===== src/rtl/pipe_hazard_ctrl_pkg.sv =====
// Shared definitions for the pipeline hazard controller.
//   - state_t : controller state encodings
//   - ctrl_t  : bundle of the five pipeline control outputs
//   - load_use_hit() : load-use detection between the EX load and the ID operands
package pipe_hazard_ctrl_pkg;

  localparam int unsigned REG_W             = 5;
  localparam int unsigned MD_CYCLES_DEFAULT = 32;

  typedef enum logic [1:0] {
    S_RUN      = 2'd0,
    S_MEM_WAIT = 2'd1,
    S_MD_BUSY  = 2'd2
  } state_t;

  typedef struct packed {
    logic pc_wen;
    logic if_id_wen;
    logic if_id_flush;
    logic id_ex_flush;
    logic mem_stall;
  } ctrl_t;

  // Register 0 is hard-wired zero, so a load targeting it never creates a hazard.
  function automatic logic load_use_hit(
    input logic [REG_W-1:0] id_rs,
    input logic [REG_W-1:0] id_rt,
    input logic             id_use_rs,
    input logic             id_use_rt,
    input logic             ex_mem_read,
    input logic [REG_W-1:0] ex_rt
  );
    return ex_mem_read && (ex_rt != '0) &&
           ((id_use_rs && (id_rs == ex_rt)) || (id_use_rt && (id_rt == ex_rt)));
  endfunction

endpackage


===== src/rtl/pipe_hazard_ctrl_if.sv =====
// Pipeline-side signal bundle of the hazard controller.
//   master : pipeline (decode, EX resolver, dmem handshake, mult/div) drives
//            the hazard inputs and receives the stall/flush controls
//   slave  : the hazard controller itself
interface pipe_hazard_ctrl_if;
  import pipe_hazard_ctrl_pkg::*;

  logic [REG_W-1:0] id_rs;
  logic [REG_W-1:0] id_rt;
  logic             id_use_rs;
  logic             id_use_rt;
  logic             ex_mem_read;
  logic [REG_W-1:0] ex_rt;
  logic             branch_taken;
  logic             dmem_req;
  logic             dmem_ready;
  logic             md_start;
  logic             id_use_hilo;

  logic             pc_wen;
  logic             if_id_wen;
  logic             if_id_flush;
  logic             id_ex_flush;
  logic             mem_stall;

  modport master (
    output id_rs, id_rt, id_use_rs, id_use_rt, ex_mem_read, ex_rt,
           branch_taken, dmem_req, dmem_ready, md_start, id_use_hilo,
    input  pc_wen, if_id_wen, if_id_flush, id_ex_flush, mem_stall
  );

  modport slave (
    input  id_rs, id_rt, id_use_rs, id_use_rt, ex_mem_read, ex_rt,
           branch_taken, dmem_req, dmem_ready, md_start, id_use_hilo,
    output pc_wen, if_id_wen, if_id_flush, id_ex_flush, mem_stall
  );
endinterface


===== src/rtl/pipe_hazard_ctrl_md_busy_counter.sv =====
// Mult/div busy down-counter.
//   clk, rst  : clock, synchronous active-high reset (clears the count)
//   load      : load load_val (takes priority over dec)
//   load_val  : value to load
//   dec       : decrement; ignored once the count reaches zero
//   zero      : count is zero
module md_busy_counter #(
  parameter int unsigned CNT_W = 6
) (
  input  logic             clk,
  input  logic             rst,
  input  logic             load,
  input  logic [CNT_W-1:0] load_val,
  input  logic             dec,
  output logic             zero
);

  logic [CNT_W-1:0] md_cnt;

  always_ff @(posedge clk) begin
    if (rst) begin
      md_cnt <= '0;
    end else if (load) begin
      md_cnt <= load_val;
    end else if (dec && (md_cnt != '0)) begin
      md_cnt <= md_cnt - 1'b1;
    end
  end

  assign zero = (md_cnt == '0);

endmodule


===== src/rtl/pipe_hazard_ctrl.sv =====
// Stall/flush sequencer for the 5-stage MIPS-lite pipeline.
// Resolves load-use hazards, taken branches/jumps, multi-cycle data-memory
// accesses and the iterative mult/div unit. Outputs are combinational from
// the current state and inputs so a stall acts in the same cycle.
// Ports:
//   clk, rst      : clock, synchronous active-high reset
//   hz (slave)    : hazard inputs and pc_wen / if_id_wen / if_id_flush /
//                   id_ex_flush / mem_stall controls
//   stall_cycles  : saturating count of cycles with pc_wen=0 outside reset,
//                   present only when PIPE_STALL_CNT_EN is defined
// Parameters:
//   MD_CYCLES : busy cycles of the mult/div unit after md_start (>= 2)
//   CNT_W     : width of the mult/div down-counter (must hold MD_CYCLES)
module pipe_hazard_ctrl
  import pipe_hazard_ctrl_pkg::*;
#(
  parameter int unsigned MD_CYCLES = MD_CYCLES_DEFAULT,
  parameter int unsigned CNT_W     = 6
) (
  input  logic              clk,
  input  logic              rst,
  pipe_hazard_ctrl_if.slave hz
`ifdef PIPE_STALL_CNT_EN
  ,
  output logic [31:0]       stall_cycles
`endif
);

  state_t state;
  state_t next_state;
  ctrl_t  ctrl;

  logic md_load;
  logic md_dec;
  logic md_zero;
  logic mem_pend;
  logic mem_hold;
  logic load_use;
  logic hilo_block;

  assign mem_pend = hz.dmem_req & ~hz.dmem_ready;
  assign load_use = load_use_hit(hz.id_rs, hz.id_rt, hz.id_use_rs, hz.id_use_rt,
                                 hz.ex_mem_read, hz.ex_rt);

  always_comb begin
    next_state = state;
    md_load    = 1'b0;
    md_dec     = 1'b0;
    mem_hold   = 1'b0;
    hilo_block = 1'b0;

    case (state)
      S_RUN: begin
        mem_hold = mem_pend;
        if (mem_hold) begin
          next_state = S_MEM_WAIT;
        end else if (hz.md_start) begin
          md_load    = 1'b1;
          next_state = S_MD_BUSY;
        end
      end
      S_MEM_WAIT: begin
        // Once waiting, only dmem_ready matters; dmem_req is not re-sampled.
        mem_hold = ~hz.dmem_ready;
        if (!mem_hold) next_state = S_RUN;
      end
      S_MD_BUSY: begin
        mem_hold = mem_pend;
        // HI/LO consumers are released in the same cycle the count reaches zero.
        hilo_block = hz.id_use_hilo & ~md_zero;
        if (!mem_hold) begin
          if (md_zero) next_state = S_RUN;
          else         md_dec     = 1'b1;
        end
      end
      default: next_state = S_RUN;
    endcase

    if (rst) begin
      ctrl = '{pc_wen: 1'b0, if_id_wen: 1'b0, if_id_flush: 1'b1,
               id_ex_flush: 1'b1, mem_stall: 1'b0};
    end else if (mem_hold) begin
      // A taken branch is held in EX while memory is outstanding.
      ctrl = '{pc_wen: 1'b0, if_id_wen: 1'b0, if_id_flush: 1'b0,
               id_ex_flush: 1'b0, mem_stall: 1'b1};
    end else if (hz.branch_taken) begin
      // Branch beats load-use: the stalled instruction is on the wrong path.
      ctrl = '{pc_wen: 1'b1, if_id_wen: 1'b1, if_id_flush: 1'b1,
               id_ex_flush: 1'b1, mem_stall: 1'b0};
    end else if (load_use || hilo_block) begin
      ctrl = '{pc_wen: 1'b0, if_id_wen: 1'b0, if_id_flush: 1'b0,
               id_ex_flush: 1'b1, mem_stall: 1'b0};
    end else begin
      ctrl = '{pc_wen: 1'b1, if_id_wen: 1'b1, if_id_flush: 1'b0,
               id_ex_flush: 1'b0, mem_stall: 1'b0};
    end
  end

  always_ff @(posedge clk) begin
    if (rst) state <= S_RUN;
    else     state <= next_state;
  end

  md_busy_counter #(
    .CNT_W (CNT_W)
  ) u_md_busy_counter (
    .clk      (clk),
    .rst      (rst),
    .load     (md_load),
    .load_val (CNT_W'(MD_CYCLES - 1)),
    .dec      (md_dec),
    .zero     (md_zero)
  );

  assign hz.pc_wen      = ctrl.pc_wen;
  assign hz.if_id_wen   = ctrl.if_id_wen;
  assign hz.if_id_flush = ctrl.if_id_flush;
  assign hz.id_ex_flush = ctrl.id_ex_flush;
  assign hz.mem_stall   = ctrl.mem_stall;

`ifdef PIPE_STALL_CNT_EN
  always_ff @(posedge clk) begin
    if (rst) begin
      stall_cycles <= '0;
    end else if (!ctrl.pc_wen && (stall_cycles != '1)) begin
      stall_cycles <= stall_cycles + 32'd1;
    end
  end
`endif

endmodule


===== src/flat_wrapper.sv =====
// flat-port wrapper written by rule: the top's interface ports become plain ports
module pipe_hazard_ctrl_flat import pipe_hazard_ctrl_pkg::*;
#(
  parameter int unsigned MD_CYCLES = MD_CYCLES_DEFAULT,
  parameter int unsigned CNT_W     = 6
)
  (clk, rst, hz_id_rs, hz_id_rt, hz_id_use_rs, hz_id_use_rt, hz_ex_mem_read, hz_ex_rt, hz_branch_taken, hz_dmem_req, hz_dmem_ready, hz_md_start, hz_id_use_hilo, hz_pc_wen, hz_if_id_wen, hz_if_id_flush, hz_id_ex_flush, hz_mem_stall);
  pipe_hazard_ctrl_if hz_i ();
  input  logic clk;
  input  logic rst;
  input wire logic [$bits(hz_i.id_rs)-1:0] hz_id_rs;
  input wire logic [$bits(hz_i.id_rt)-1:0] hz_id_rt;
  input wire logic [$bits(hz_i.id_use_rs)-1:0] hz_id_use_rs;
  input wire logic [$bits(hz_i.id_use_rt)-1:0] hz_id_use_rt;
  input wire logic [$bits(hz_i.ex_mem_read)-1:0] hz_ex_mem_read;
  input wire logic [$bits(hz_i.ex_rt)-1:0] hz_ex_rt;
  input wire logic [$bits(hz_i.branch_taken)-1:0] hz_branch_taken;
  input wire logic [$bits(hz_i.dmem_req)-1:0] hz_dmem_req;
  input wire logic [$bits(hz_i.dmem_ready)-1:0] hz_dmem_ready;
  input wire logic [$bits(hz_i.md_start)-1:0] hz_md_start;
  input wire logic [$bits(hz_i.id_use_hilo)-1:0] hz_id_use_hilo;
  output wire logic [$bits(hz_i.pc_wen)-1:0] hz_pc_wen;
  output wire logic [$bits(hz_i.if_id_wen)-1:0] hz_if_id_wen;
  output wire logic [$bits(hz_i.if_id_flush)-1:0] hz_if_id_flush;
  output wire logic [$bits(hz_i.id_ex_flush)-1:0] hz_id_ex_flush;
  output wire logic [$bits(hz_i.mem_stall)-1:0] hz_mem_stall;
  assign hz_i.id_rs = hz_id_rs;
  assign hz_i.id_rt = hz_id_rt;
  assign hz_i.id_use_rs = hz_id_use_rs;
  assign hz_i.id_use_rt = hz_id_use_rt;
  assign hz_i.ex_mem_read = hz_ex_mem_read;
  assign hz_i.ex_rt = hz_ex_rt;
  assign hz_i.branch_taken = hz_branch_taken;
  assign hz_i.dmem_req = hz_dmem_req;
  assign hz_i.dmem_ready = hz_dmem_ready;
  assign hz_i.md_start = hz_md_start;
  assign hz_i.id_use_hilo = hz_id_use_hilo;
  assign hz_pc_wen = hz_i.pc_wen;
  assign hz_if_id_wen = hz_i.if_id_wen;
  assign hz_if_id_flush = hz_i.if_id_flush;
  assign hz_id_ex_flush = hz_i.id_ex_flush;
  assign hz_mem_stall = hz_i.mem_stall;
  pipe_hazard_ctrl #(.MD_CYCLES(MD_CYCLES), .CNT_W(CNT_W)) u_core (.clk(clk), .rst(rst), .hz(hz_i));
endmodule

===== config.mk =====
export PLATFORM = sky130hd
export DESIGN_NAME = pipe_hazard_ctrl_flat
export DESIGN_NICKNAME = d
export VERILOG_FILES = /design/src/rtl/pipe_hazard_ctrl_pkg.sv /design/src/rtl/pipe_hazard_ctrl_if.sv /design/src/rtl/pipe_hazard_ctrl_md_busy_counter.sv /design/src/rtl/pipe_hazard_ctrl.sv /design/src/flat_wrapper.sv
export SDC_FILE = /design/constraint.sdc
export NUM_CORES = 1
export LEC_CHECK = 0
export ABC_CLOCK_PERIOD_IN_PS = 2300
export BUFFER_PORTS_ARGS = -buffer_cell sky130_fd_sc_hd__clkbuf_2
export CORE_UTILIZATION = 40
export DETAILED_ROUTE_END_ITERATION = 16
export PLACE_DENSITY = 0.72
export SLEW_MARGIN = 5
export SYNTH_ARGS = -nofsm -noshare
export SYNTH_HDL_FRONTEND = slang
export SYNTH_SLANG_ARGS = --single-unit

===== constraint.sdc =====
create_clock -name clk -period 2.3 [get_ports clk]
set_clock_uncertainty 0.15 [all_clocks]
set_input_delay 0.46 -clock clk [delete_from_list [all_inputs] [get_ports clk]]
set_output_delay 0.46 -clock clk [all_outputs]
set_load 0.02 [all_outputs]

Word-level counts from Yosys, hierarchy flattened
Cells that the tools add are included.
{"block": "totals", "regBits": 8, "in_bits": 25, "out_inout_bits": 5, "elab_cells": 51}
{"block": "op_classes", "addsub": 1, "n_eq_ne": 8, "mux": 20, "bitwise": 4, "n_reduce_logical": 15}
{"operator": "$mux W5", "n": 6}
{"operator": "$eq A5 B5 Y1", "n": 2}
{"operator": "$mux W2", "n": 5}
{"operator": "$mux W1", "n": 7}
{"operator": "$logic_not A6 Y1", "n": 1}
{"operator": "$pmux W2 S3", "n": 1}
{"operator": "$reduce_bool A6 Y1", "n": 1}
{"operator": "$sub A6 B1 Y6 const B", "n": 1}
{"operator": "$logic_and A1 B1 Y1", "n": 5}
{"operator": "$reduce_bool A5 Y1", "n": 1}
{"operator": "$ne A2 B2 Y1 const B", "n": 2}
{"operator": "$reduce_and A4 Y1", "n": 1}
{"operator": "$reduce_or A2 Y1", "n": 2}
{"operator": "$ne A3 B2 Y1 const B", "n": 1}
{"operator": "$and A1 B1 Y1", "n": 2}
{"operator": "$eq A2 B1 Y1 const B", "n": 1}
{"operator": "$eq A2 B2 Y1 const B", "n": 1}
{"operator": "$logic_not A2 Y1", "n": 1}
{"operator": "$logic_or A1 B1 Y1", "n": 2}
{"operator": "$ne A2 B1 Y1 const B", "n": 1}
{"operator": "$not A1 Y1", "n": 2}
{"operator": "$pmux W1 S2", "n": 1}
{"operator": "$reduce_bool A2 Y1", "n": 1}

Depth between registers and ports, before layout
Gate-level depths: netlist of the first run.
{"block": "depth", "depth_word": 9, "depth_mapped": 7, "ltp_nobuf": 6}

Cells and area by module
Synthesis of the first run repeated with hierarchy kept, for this count alone.
{"block": "hier_totals", "cells_unflattened": 86, "hier_area_um2": 698.2}
{"module": "md_busy_counter", "n_inst": 1, "cells_per_inst": 42, "area_per_inst_um2": 371.6, "seq_area_each_um2": 120.1}
{"module": "pipe_hazard_ctrl", "n_inst": 1, "cells_per_inst": 44, "area_per_inst_um2": 326.6, "seq_area_each_um2": 40.0}

Least setup slack after synthesis of the first run
Ideal clock, no wire load.
{"block": "synth_timing", "path_kind": "flip-flop to output port", "startpoint": "reg u_core.u_md_busy_counter.md_cnt[0]", "endpoint": "out hz_pc_wen", "arrival_ps": 1920, "path_slack_ps": -230, "path_stages_with_launch": 8, "path_buffers": 1, "cell_sequence": "dfxtp_1 > inv_1 > ha_1 > or3b_4 > o311ai_0 > o211a_1 > o31a_1 > buf_4"}
{"block": "synth_via", "elab_chain_cells": 9}
{"element": "start: declaration", "line_no": "pipe_hazard_ctrl_md_busy_counter.sv:18", "text": "logic [CNT_W-1:0] md_cnt;"}
{"element": "start signal: assignment", "line_no": "pipe_hazard_ctrl_md_busy_counter.sv:24", "text": "md_cnt <= load_val;"}
{"element": "start signal: assignment", "line_no": "pipe_hazard_ctrl_md_busy_counter.sv:26", "text": "md_cnt <= md_cnt - 1'b1;"}
{"element": "$logic_not A6 Y1", "line_no": "pipe_hazard_ctrl_md_busy_counter.sv:30", "text": "assign zero = (md_cnt == '0);"}
{"element": "$not A1 Y1", "line_no": "pipe_hazard_ctrl.sv:70", "text": "hilo_block = hz.id_use_hilo & ~md_zero;"}
{"element": "$and A1 B1 Y1", "line_no": "pipe_hazard_ctrl.sv:70"}
{"element": "$mux W1", "line_no": "pipe_hazard_ctrl.sv:52", "text": "case (state)"}
{"element": "$logic_or A1 B1 Y1", "line_no": "pipe_hazard_ctrl.sv:90", "text": "end else if (load_use || hilo_block) begin"}
{"element": "$mux W5", "line_no": "pipe_hazard_ctrl.sv:90"}
{"element": "$mux W5", "line_no": "pipe_hazard_ctrl.sv:86", "text": "end else if (hz.branch_taken) begin"}
{"element": "$mux W5", "line_no": "pipe_hazard_ctrl.sv:82", "text": "end else if (mem_hold) begin"}
{"element": "$mux W5", "line_no": "pipe_hazard_ctrl.sv:79", "text": "if (rst) begin"}
{"element": "end: declaration", "line_no": "flat_wrapper.sv:22", "text": "output wire logic [$bits(hz_i.pc_wen)-1:0] hz_pc_wen;"}
Every way passes these cells.

Worst setup path after layout of the first run
{"block": "layout_timing", "startpoint": "reg u_core.u_md_busy_counter.md_cnt[1]", "endpoint": "out hz_if_id_wen"}
{"block": "layout_via", "elab_chain_cells": 9}
{"element": "$logic_not A6 Y1", "line_no": "pipe_hazard_ctrl_md_busy_counter.sv:30"}
{"element": "$not A1 Y1", "line_no": "pipe_hazard_ctrl.sv:70"}
{"element": "$and A1 B1 Y1", "line_no": "pipe_hazard_ctrl.sv:70"}
{"element": "$mux W1", "line_no": "pipe_hazard_ctrl.sv:52"}
{"element": "$logic_or A1 B1 Y1", "line_no": "pipe_hazard_ctrl.sv:90"}
{"element": "$mux W5", "line_no": "pipe_hazard_ctrl.sv:90"}
{"element": "$mux W5", "line_no": "pipe_hazard_ctrl.sv:86"}
{"element": "$mux W5", "line_no": "pipe_hazard_ctrl.sv:82"}
{"element": "$mux W5", "line_no": "pipe_hazard_ctrl.sv:79"}
{"element": "end: declaration", "line_no": "flat_wrapper.sv:23", "text": "output wire logic [$bits(hz_i.if_id_wen)-1:0] hz_if_id_wen;"}
Every way passes these cells.

==> run summary, run 1 <==
status: complete, but fails checks
failing checks: setup timing
clk_lat worst skew: 260 ps
Critical R2R Capture: u_core.u_md_busy_counter.md_cnt[2]
Clock transition at path regs: 60 ps
sw power: 0.000169 W
Final Hold Vio Count: 0
R2R depth: 7
Synth cell types: 40
Main synth FF type: dfxtp_1
initial antenna violation count: 0
Comb power frac: 0.423
Core Region: 1510 sq um
critical path type: reg2out
Synth async-reset ratio: 0
Max Slew Vio Count: 0
nets: 142
Cells after Synth: 75
Pwr per Cell Area: 519 nW/um^2
Setup TNS: -539 ps
clock network fraction of design power: 0.230
Post-route DRC: 0
post-detailed-route count of antenna-violating nets: 0
layout cell share with drive strength beyond 1: 0.474
Starting Density: 0.431
# port buffers: 29
hold path start: hz_dmem_ready
Int Power: 0.000326 W
CTS Root Cell: clkbuf_4
H-tree depth: 1
number of global-route vias before repair: 665
chip height: 42.3 microns
most frequent cells in the layout: clkbuf_2 (26), buf_4 (10), xor2_1 (8)
Max Cap Violations: 0
n_diodes: 0
worst-path fanout max: 2
hpwl dp: 1240 microns
global route overflow: 0
DRT Wirelength: 1620 microns
CP endpoint kind: output port
CP Launch Type: register
GRT Util Overall: 0.191
Reg power frac: 0.348
Worst-Margin Slew: 347 ps
internal reg-to-reg setup slack: 240 ps
worst min path class: in2reg
hold path endpoint: u_core.state[0]
Seq/Total Area, Yosys: 0.247
post-synthesis cell area: 649 sq um
largest net degree at the start of global routing: 11
CP Data Required Time: 1690 ps
placed cell count: 121
peak supply drop: 0.216 mV
TritonCTS clock tree: built
Hold Path Cell Cnt: 2
num rows: 14
Filler cells: 136
Max Clock Freq: 0.398 GHz
final worst slack: -213 ps
synthesized area per cell: 8.66 sq um
Period minus WS final: 2510 ps
worst rel slew slack: 0.768
r2r startpoint: u_core.u_md_busy_counter.md_cnt[1]
TritonCTS Buffers: 3
chip width: 42.3 microns
period utilisation layout: 1.09
final setup fails: 3
Net Sw Frac: 0.341
Iteration-0 DRC Markers: 8
GPL Wtd Cong: 0.772
CTS max path bufs: 2
routed len/inst: 12.5 microns
RSZ-0062 raised after global routing: yes
Worst EP arrival: 1900 ps
Num Clock Sinks: 8
via count: 732
Post-CTS Hold Fix Bufs: 0
# IOs: 30
first-pass GRT wire length: 2620 microns
die area: 1790 sq um
post-route insts no fill: 130
commonest non-fill, non-tap cell in the layout: clkbuf_2
Post-synth EDFFs: 0
#FFs+latches synth: 8
vias per cell: 5.63
Ys Warns: 0
drt pass-1 iters: 4
Area Growth Syn to Fin: 46.6%
syn nets: 101
leak pwr: 0.412 nW
## power groups by stage
stage	clock, W	sequential (W)	combinational (W)
2_1_floorplan	0	0.000169	0.000114
5_1_grt	0.000120	0.000175	0.000228
6_report	0.000114	0.000172	0.000209
3_5_place_dp	0	0.000172	0.000174
3_3_place_gp	0	0.000172	0.000169
4_1_cts	0.000117	0.000171	0.000199
## timing repair
action / CTS / global route
gates resized for setup: 10 / 2
cloned: 0 / 0
buffers inserted: 4 / 2
setup endpoints to repair: 3 / 3
## critical path: stages, from the launching register on
cell and delay [ps]:
dfxtp_2 320, inv_2 70, ha_4 120, or3b_4 380
o311ai_4 240, o211a_1 170, o31a_1 170, clkbuf_8 160
## cell families (layout without fill, tap and decap cells)
kind of cell / count (synthesis) / count (layout) / synth area share
buf+inv: 7 / 46 / 0.0462
xor+xnor: 11 / 11 / 0.148
flops: 8 / 8 / 0.247
simple gates: 25 / 25 / 0.247
mux: 1 / 1 / 0.0154
fa+ha+maj: 1 / 1 / 0.0193
compound gates: 22 / 22 / 0.277
## how the worst max path moves through the flow
stage,to,slack [ps],cells after the start,start
finish,hz_if_id_wen,-210,7,u_core.u_md_busy_counter.md_cnt[1]
global route,hz_if_id_wen,-300,7,u_core.u_md_busy_counter.md_cnt[1]
CTS,hz_pc_wen,-220,7,u_core.u_md_busy_counter.md_cnt[1]
detailed placement,hz_id_ex_flush,3,6,hz_ex_rt[0]
global placement,hz_id_ex_flush,20,6,hz_ex_rt[0]
floorplan,hz_pc_wen,-70,7,u_core.u_md_busy_counter.md_cnt[0]
## final cells by class
class                      instances  area, sq um  share of cell area
clock buffer                       3         22.5              0.0237
inverter                           5         18.8              0.0197
sequential                         8          163               0.171
timing repair buffer              38          233               0.244
multi-input combinational         60          495               0.520
tap                               16         20.0              0.0210
## Yosys cell counts (all sizes together) (2+ instances only)
cell,number,share of area
xnor2,3,0.040
nor2,3,0.017
inv,5,0.029
a211oi,2,0.031
nor4,3,0.029
a21oi,4,0.031
nor3,2,0.015
xor2,8,0.11
nand2b,4,0.042
o21ai,3,0.023
dfxtp,8,0.25
o311ai,2,0.054
a31oi,2,0.019
or4,2,0.023
nand3,2,0.015
## flip-flops by register name (all words and copies together), names as in the netlist
name / cells
u_core.state: 2
u_core.u_md_busy_counter.md_cnt: 6
## routing by layer
metal	GRT usage	vias up	share of wire
li1	-	366	-
met1	0.218	334	0.40
met2	0.345	30	0.53
met3	0.0259	2	0.053
met4	0.0875	0	0.018
met5	0	-	0
## through the flow
| stage | util | power (W) | cell area, sq um | worst slack, ps | hold WS (ps) |
|---|---|---|---|---|---|
| floorplan | - | 0.000283 | 671 | -73.4 | 323 |
| global placement | 0.560 | 0.000341 | 843 | 24.9 | 362 |
| detailed placement | 0.560 | 0.000347 | 843 | 2.55 | 367 |
| CTS | 0.621 | 0.000486 | 936 | -216 | 250 |
| global route | 0.632 | 0.000523 | 952 | -302 | 257 |
| finish | 0.632 | 0.000495 | 952 | -213 | 252 |
No activity file was read; power rests on OpenSTA's default activity.
==> run 2: changes to the inputs <==
Settings changed: SKIP_CTS_REPAIR_TIMING set to 1.
==> run 2 against run 1 <==
  * The run still ends with setup timing left
  * Via count down 1.6%
  * Combinational power shrank 5%
  * Worst hold slack better by 3.4 ps
  * Critical path type unchanged
  * Critical endpoint is now hz_pc_wen
  * Largest power group unchanged
  * Highest routed layer unchanged
==> run summary, run 2 (same netlist as run 1, synthesis figures left out) <==
via count: 720 (-1.6%)
chip width: 42.3 microns (unchanged)
CTS max path bufs: 2 (unchanged)
Worst path slowest cell: or3b_4
worst-path fanout max: 2 (unchanged)
Post-route DRC: 0 (unchanged)
peak supply drop: 0.206 mV (-4.3%)
n_diodes: 0 (unchanged)
routed len/inst: 12.6 microns (+1.1%)
GPL Wtd Cong: 0.772 (unchanged)
period utilisation layout: 1.13 (+0.0325)
# IOs: 30 (unchanged)
Iteration-0 DRC Markers: 9 (+1)
Max Cap Violations: 0 (unchanged)
worst rel slew slack: 0.768 (about the same)
Pwr per Cell Area: 523 nW/um^2 (+0.77%)
num rows: 14 (unchanged)
Filler cells: 139 (+2.2%)
post-detailed-route count of antenna-violating nets: 0 (unchanged)
nets: 139 (-2.1%)
worst min path class: in2reg
leak pwr: 0.395 nW (-4.1%)
number of global-route vias before repair: 634 (-4.7%)
Max Slew Vio Count: 0 (unchanged)
chip height: 42.3 microns (unchanged)
TritonCTS Buffers: 3 (unchanged)
CP endpoint kind: output port
CP Data Required Time: 1690 ps (about the same)
clk_lat worst skew: 260 ps (about the same)
crit-path max cell delay: 390 ps (about the same)
RSZ-0062 raised after global routing: yes
failing checks: setup timing
Max Clock Freq: 0.386 GHz (-2.9%)
DRT Wirelength: 1600 microns (-1.2%)
Period minus WS final: 2590 ps (+74.7 ps)
Setup TNS: -745 ps (-206 ps)
global route overflow: 0 (unchanged)
Area Growth Syn to Fin: 42.2%
CP Launch Type: register
GRT Util Overall: 0.183 (-0.00799)
critical path type: reg2out
Starting Density: 0.431 (unchanged)
placed cell area: 843 sq um (unchanged)
Power Total: 0.000483 W (-2.3%)
Clock transition at path regs: 60 ps (about the same)
final worst slack: -288 ps (-74.7 ps)
TritonCTS clock tree: built
buffers plus inverters on the worst setup path: 2 (unchanged)
top flop regs: u_core.u_md_busy_counter.md_cnt x6, u_core.state x2
Biggest register: u_core.u_md_busy_counter.md_cnt
vias per cell: 5.67 (+0.68%)
first-pass GRT wire length: 2520 microns (-3.7%)
CTS Root Cell: clkbuf_4
Worst-Margin Slew: 347 ps (-0.188 ps)
delay-heaviest family, CP: compound AO/OA/AOI/OAI gates
Worst EP arrival: 1980 ps (+80 ps)
most frequent cells in the layout: clkbuf_2 (26), xor2_1 (8), buf_4 (7), dfxtp_1 (7), a21oi_1 (4)
final setup fails: 3 (unchanged)
Num Clock Sinks: 8 (unchanged)
H-tree depth: 1 (unchanged)
initial antenna violation count: 0 (unchanged)
status: complete, but fails checks
CP Cell Sequence: inv_2 -> ha_4 -> or3b_4 -> o311ai_4 -> o211a_1 -> o31a_1 -> buf_6
# port buffers: 29 (unchanged)
drt pass-1 iters: 4 (unchanged)
Largest register FFs: 6 (unchanged)
Final Cell Area: 923 sq um (-3.0%)
hpwl dp: 1240 microns (unchanged)
layout cell share with drive strength beyond 1: 0.450 (-0.0232)
Core Region: 1510 sq um (unchanged)
largest net degree at the start of global routing: 11 (unchanged)
Final Hold Vio Count: 0 (unchanged)
die area: 1790 sq um (unchanged)
commonest non-fill, non-tap cell in the layout: clkbuf_2
run 2: area by class of cell:
class / count / area (sq um) / area share
timing repair buffer: 35 / 205 / 0.222
tap: 16 / 20.0 / 0.0217
multi-input combinational: 60 / 495 / 0.537
inverter: 5 / 18.8 / 0.0203
clock buffer: 3 / 22.5 / 0.0244
sequential: 8 / 161 / 0.175
run 2: where the power goes:
group	internal, W	total (W)	switching [W]
combinational	0.000103	0.000199	0.0000957
clock	0.0000600	0.000113	0.0000526
sequential	0.000154	0.000172	0.0000180
total	0.000317	0.000483	0.000166
run 2: per-layer routing:
layer / vias up / part of all wire / GRT usage
met1: 329 / 0.39 / 0.218
met2: 30 / 0.54 / 0.317
met3: 2 / 0.055 / 0.0259
met4: 0 / 0.018 / 0.0875
met5: - / 0 / 0
li1: 359 / - / -
run 2: per-stage QoR:
step | setup WS [ps] | cells | utilization | hold slack, ps
global route | -381 | 127 | 0.613 | 257
global placement | 24.9 | 121 | 0.560 | 362
floorplan | -73.4 | 75 | - | 323
detailed placement | 2.55 | 121 | 0.560 | 367
CTS | -247 | 124 | 0.575 | 250
finish | -288 | 127 | 0.613 | 256
run 2: worst paths after layout:
check / start / to / slack [ps] / cells past startpoint
max: u_core.u_md_busy_counter.md_cnt[1] / hz_pc_wen / -290 / 7
min: hz_dmem_ready / u_core.state[0] / 260 / 2
max reg2reg: u_core.u_md_busy_counter.md_cnt[1] / u_core.u_md_busy_counter.md_cnt[2] / 260 / 7
min reg2reg: u_core.state[0] / u_core.state[1] / 380 / 1
run 2: worst reg2reg max path: cells and delay by family (launching register included):
| kind | cells | cell delay, ps |
|---|---|---|
| and+or+nand+nor | 1 | 390 |
| AOI/OAI and AO/OA | 3 | 690 |
| buffers and inverters | 2 | 240 |
| DFF | 1 | 320 |
| adders and majority gates | 1 | 120 |
==> run 3: changes to the inputs <==
Settings changed: SETUP_SLACK_MARGIN set to 0.15.
==> run 3 against run 2 <==
  * The flow still finishes with violations (setup timing)
  * Register-to-register slack lost 20 ps
  * Worst hold slack improved by 3.0 ps
  * Utilization down 2.6 points
  * Total power down 4.5%
  * Maximum frequency increased by 3.0%
  * Worst setup slack improved by 76 ps
  * Critical path depth is the same
  * Count of clock-buffer cells in the layout unchanged
  * Largest cell class unchanged
  * Largest power group unchanged
  * Highest routed layer unchanged
==> run summary, run 3 (same netlist as run 1, synthesis figures left out) <==
drt pass-1 iters: 4 (unchanged)
Largest register FFs: 6 (unchanged)
TritonCTS Buffers: 3 (unchanged)
chip width: 42.3 microns (unchanged)
post-detailed-route count of antenna-violating nets: 0 (unchanged)
initial antenna violation count: 0 (unchanged)
Worst path depth: 7 (unchanged)
commonest non-fill, non-tap cell in the layout: clkbuf_2
Biggest register: u_core.u_md_busy_counter.md_cnt
clock network fraction of design power: 0.240 (+0.007)
via count: 684 (-5.0%)
hold path endpoint: u_core.state[0]
global route overflow: 0 (unchanged)
routed len/inst: 12.2 microns (-3.3%)
n_diodes: 0 (unchanged)
H-tree depth: 1 (unchanged)
# port buffers: 29 (unchanged)
# IOs: 30 (unchanged)
Pwr per Cell Area: 522 nW/um^2 (-0.36%)
Critical R2R Capture: u_core.u_md_busy_counter.md_cnt[2]
vias per cell: 5.52 (-2.7%)
worst min path class: in2reg
RSZ-0062 raised after global routing: yes
GPL Wtd Cong: 0.743 (-3.8%)
r2r startpoint: u_core.u_md_busy_counter.md_cnt[0]
Starting Density: 0.431 (unchanged)
placed cell area: 850 sq um (+0.74%)
CP endpoint kind: output port
layout cell share with drive strength beyond 1: 0.426 (-0.0245)
period utilisation layout: 1.09 (-0.0329)
Num Clock Sinks: 8 (unchanged)
internal reg-to-reg setup slack: 240 ps (-20 ps)
DRT Wirelength: 1510 microns (-5.6%)
nets: 136 (-2.2%)
Max Slew Vio Count: 0 (unchanged)
top flop regs: u_core.u_md_busy_counter.md_cnt x6, u_core.state x2
hold path start: hz_dmem_ready
peak supply drop: 0.188 mV (-9.1%)
placed cell count: 120 (-0.83%)
hpwl dp: 1220 microns (-1.5%)
Max Cap Violations: 0 (unchanged)
GRT Util Overall: 0.181 (-0.00129)
Net Sw Frac: 0.341 (-0.00318)
CP Data Required Time: 1690 ps (about the same)
crit-path max cell delay: 390 ps (about the same)
buffers plus inverters on the worst setup path: 2 (unchanged)
Worst path slowest cell: or3b_4
Hold Path Cell Cnt: 2 (unchanged)
CTS max path bufs: 2 (unchanged)
die area: 1790 sq um (unchanged)
Iteration-0 DRC Markers: 8 (-1)
Post-route DRC: 0 (unchanged)
number of global-route vias before repair: 616 (-2.8%)
Comb power frac: 0.387 (-0.025)
Final Cell Area: 885 sq um (-4.2%)
post-route insts no fill: 124 (-2.4%)
multi-input logic area: 489 sq um (-1.3%)
final worst slack: -212 ps (+75.7 ps)
Int Power: 0.000304 W (-4.1%)
Area Growth Syn to Fin: 36.2%
Period minus WS final: 2510 ps (-75.7 ps)
critical path type: reg2out
R2R depth: 7 (unchanged)
status: complete, but fails checks
clk_lat worst skew: 260 ps (about the same)
largest net degree at the start of global routing: 11 (unchanged)
TritonCTS clock tree: built
delay-heaviest family, CP: compound AO/OA/AOI/OAI gates
CP Cell Sequence: inv_2 -> ha_4 -> or3b_4 -> o311ai_4 -> o211a_1 -> o31a_1 -> buf_4
worst rel slew slack: 0.774 (+0.00587)
Reg power frac: 0.372 (+0.017)
Core Region: 1510 sq um (unchanged)
final setup fails: 3 (unchanged)
Filler cells: 142 (+2.2%)
Worst-Margin Slew: 338 ps (-8.79 ps)
Clock transition at path regs: 60 ps (about the same)
first-pass GRT wire length: 2440 microns (-3.3%)
chip height: 42.3 microns (unchanged)
leak pwr: 0.377 nW (-4.5%)
Max Clock Freq: 0.398 GHz (+3.0%)
CTS Root Cell: clkbuf_4
failing checks: setup timing
sw power: 0.000157 W (-5.4%)
Power Total: 0.000461 W (-4.5%)
most frequent cells in the layout: clkbuf_2 (26), xor2_1 (8), dfxtp_1 (7)
Worst EP arrival: 1900 ps (-80 ps)
num rows: 14 (unchanged)
Final Hold Vio Count: 0 (unchanged)
CP Launch Type: register
register area: 161 sq um (unchanged)
worst-path fanout max: 3 (+1)
[run 3: cell count changes in the layout (fill, tap and decap cells not counted), sizes merged]
cell  delta
buf      -3
[run 3: cell type report]
cell class                 instances  area share
multi-input combinational         60       0.553
tap                               16      0.0226
sequential                         8       0.182
clock buffer                       3      0.0255
inverter                           5      0.0212
timing repair buffer              32       0.195
[run 3: power by group through the flow]
stage / Sequential (W) / Combinational (W) / Clock, W
floorplan: 0.000170 / 0.000119 / 0
global placement: 0.000174 / 0.000167 / 0
detailed placement: 0.000174 / 0.000172 / 0
CTS: 0.000172 / 0.000172 / 0.000113
global route: 0.000174 / 0.000200 / 0.000119
finish: 0.000172 / 0.000179 / 0.000111
[run 3: routing by layer]
layer | share of wire | vias to the layer above | wire [microns] | global-route usage
met4 | 0.024 | 0 | 37 | 0.113
met5 | 0 | - | 0 | 0
met1 | 0.42 | 301 | 630 | 0.196
li1 | - | 352 | - | -
met3 | 0.065 | 4 | 99 | 0.0388
met2 | 0.49 | 27 | 746 | 0.317
[run 3: worst max path at each step]
stage / to / slack [ps] / startpoint
floorplan: hz_pc_wen / -40 / u_core.u_md_busy_counter.md_cnt[0]
global placement: hz_id_ex_flush / 20 / hz_ex_rt[0]
detailed placement: hz_id_ex_flush / -40 / hz_ex_rt[0]
CTS: hz_if_id_wen / -220 / u_core.u_md_busy_counter.md_cnt[0]
global route: hz_if_id_wen / -270 / u_core.u_md_busy_counter.md_cnt[0]
finish: hz_if_id_wen / -210 / u_core.u_md_busy_counter.md_cnt[0]
[run 3: metrics by stage]
step	setup WS, ps	util	setup TNS [ps]	hold WS [ps]
2_1_floorplan	-41.8	-	-41.8	323
3_3_place_gp	18.3	0.564	0	355
3_5_place_dp	-38.0	0.564	-38.0	367
4_1_cts	-219	0.579	-493	256
5_1_grt	-268	0.587	-677	278
6_report	-212	0.587	-501	259
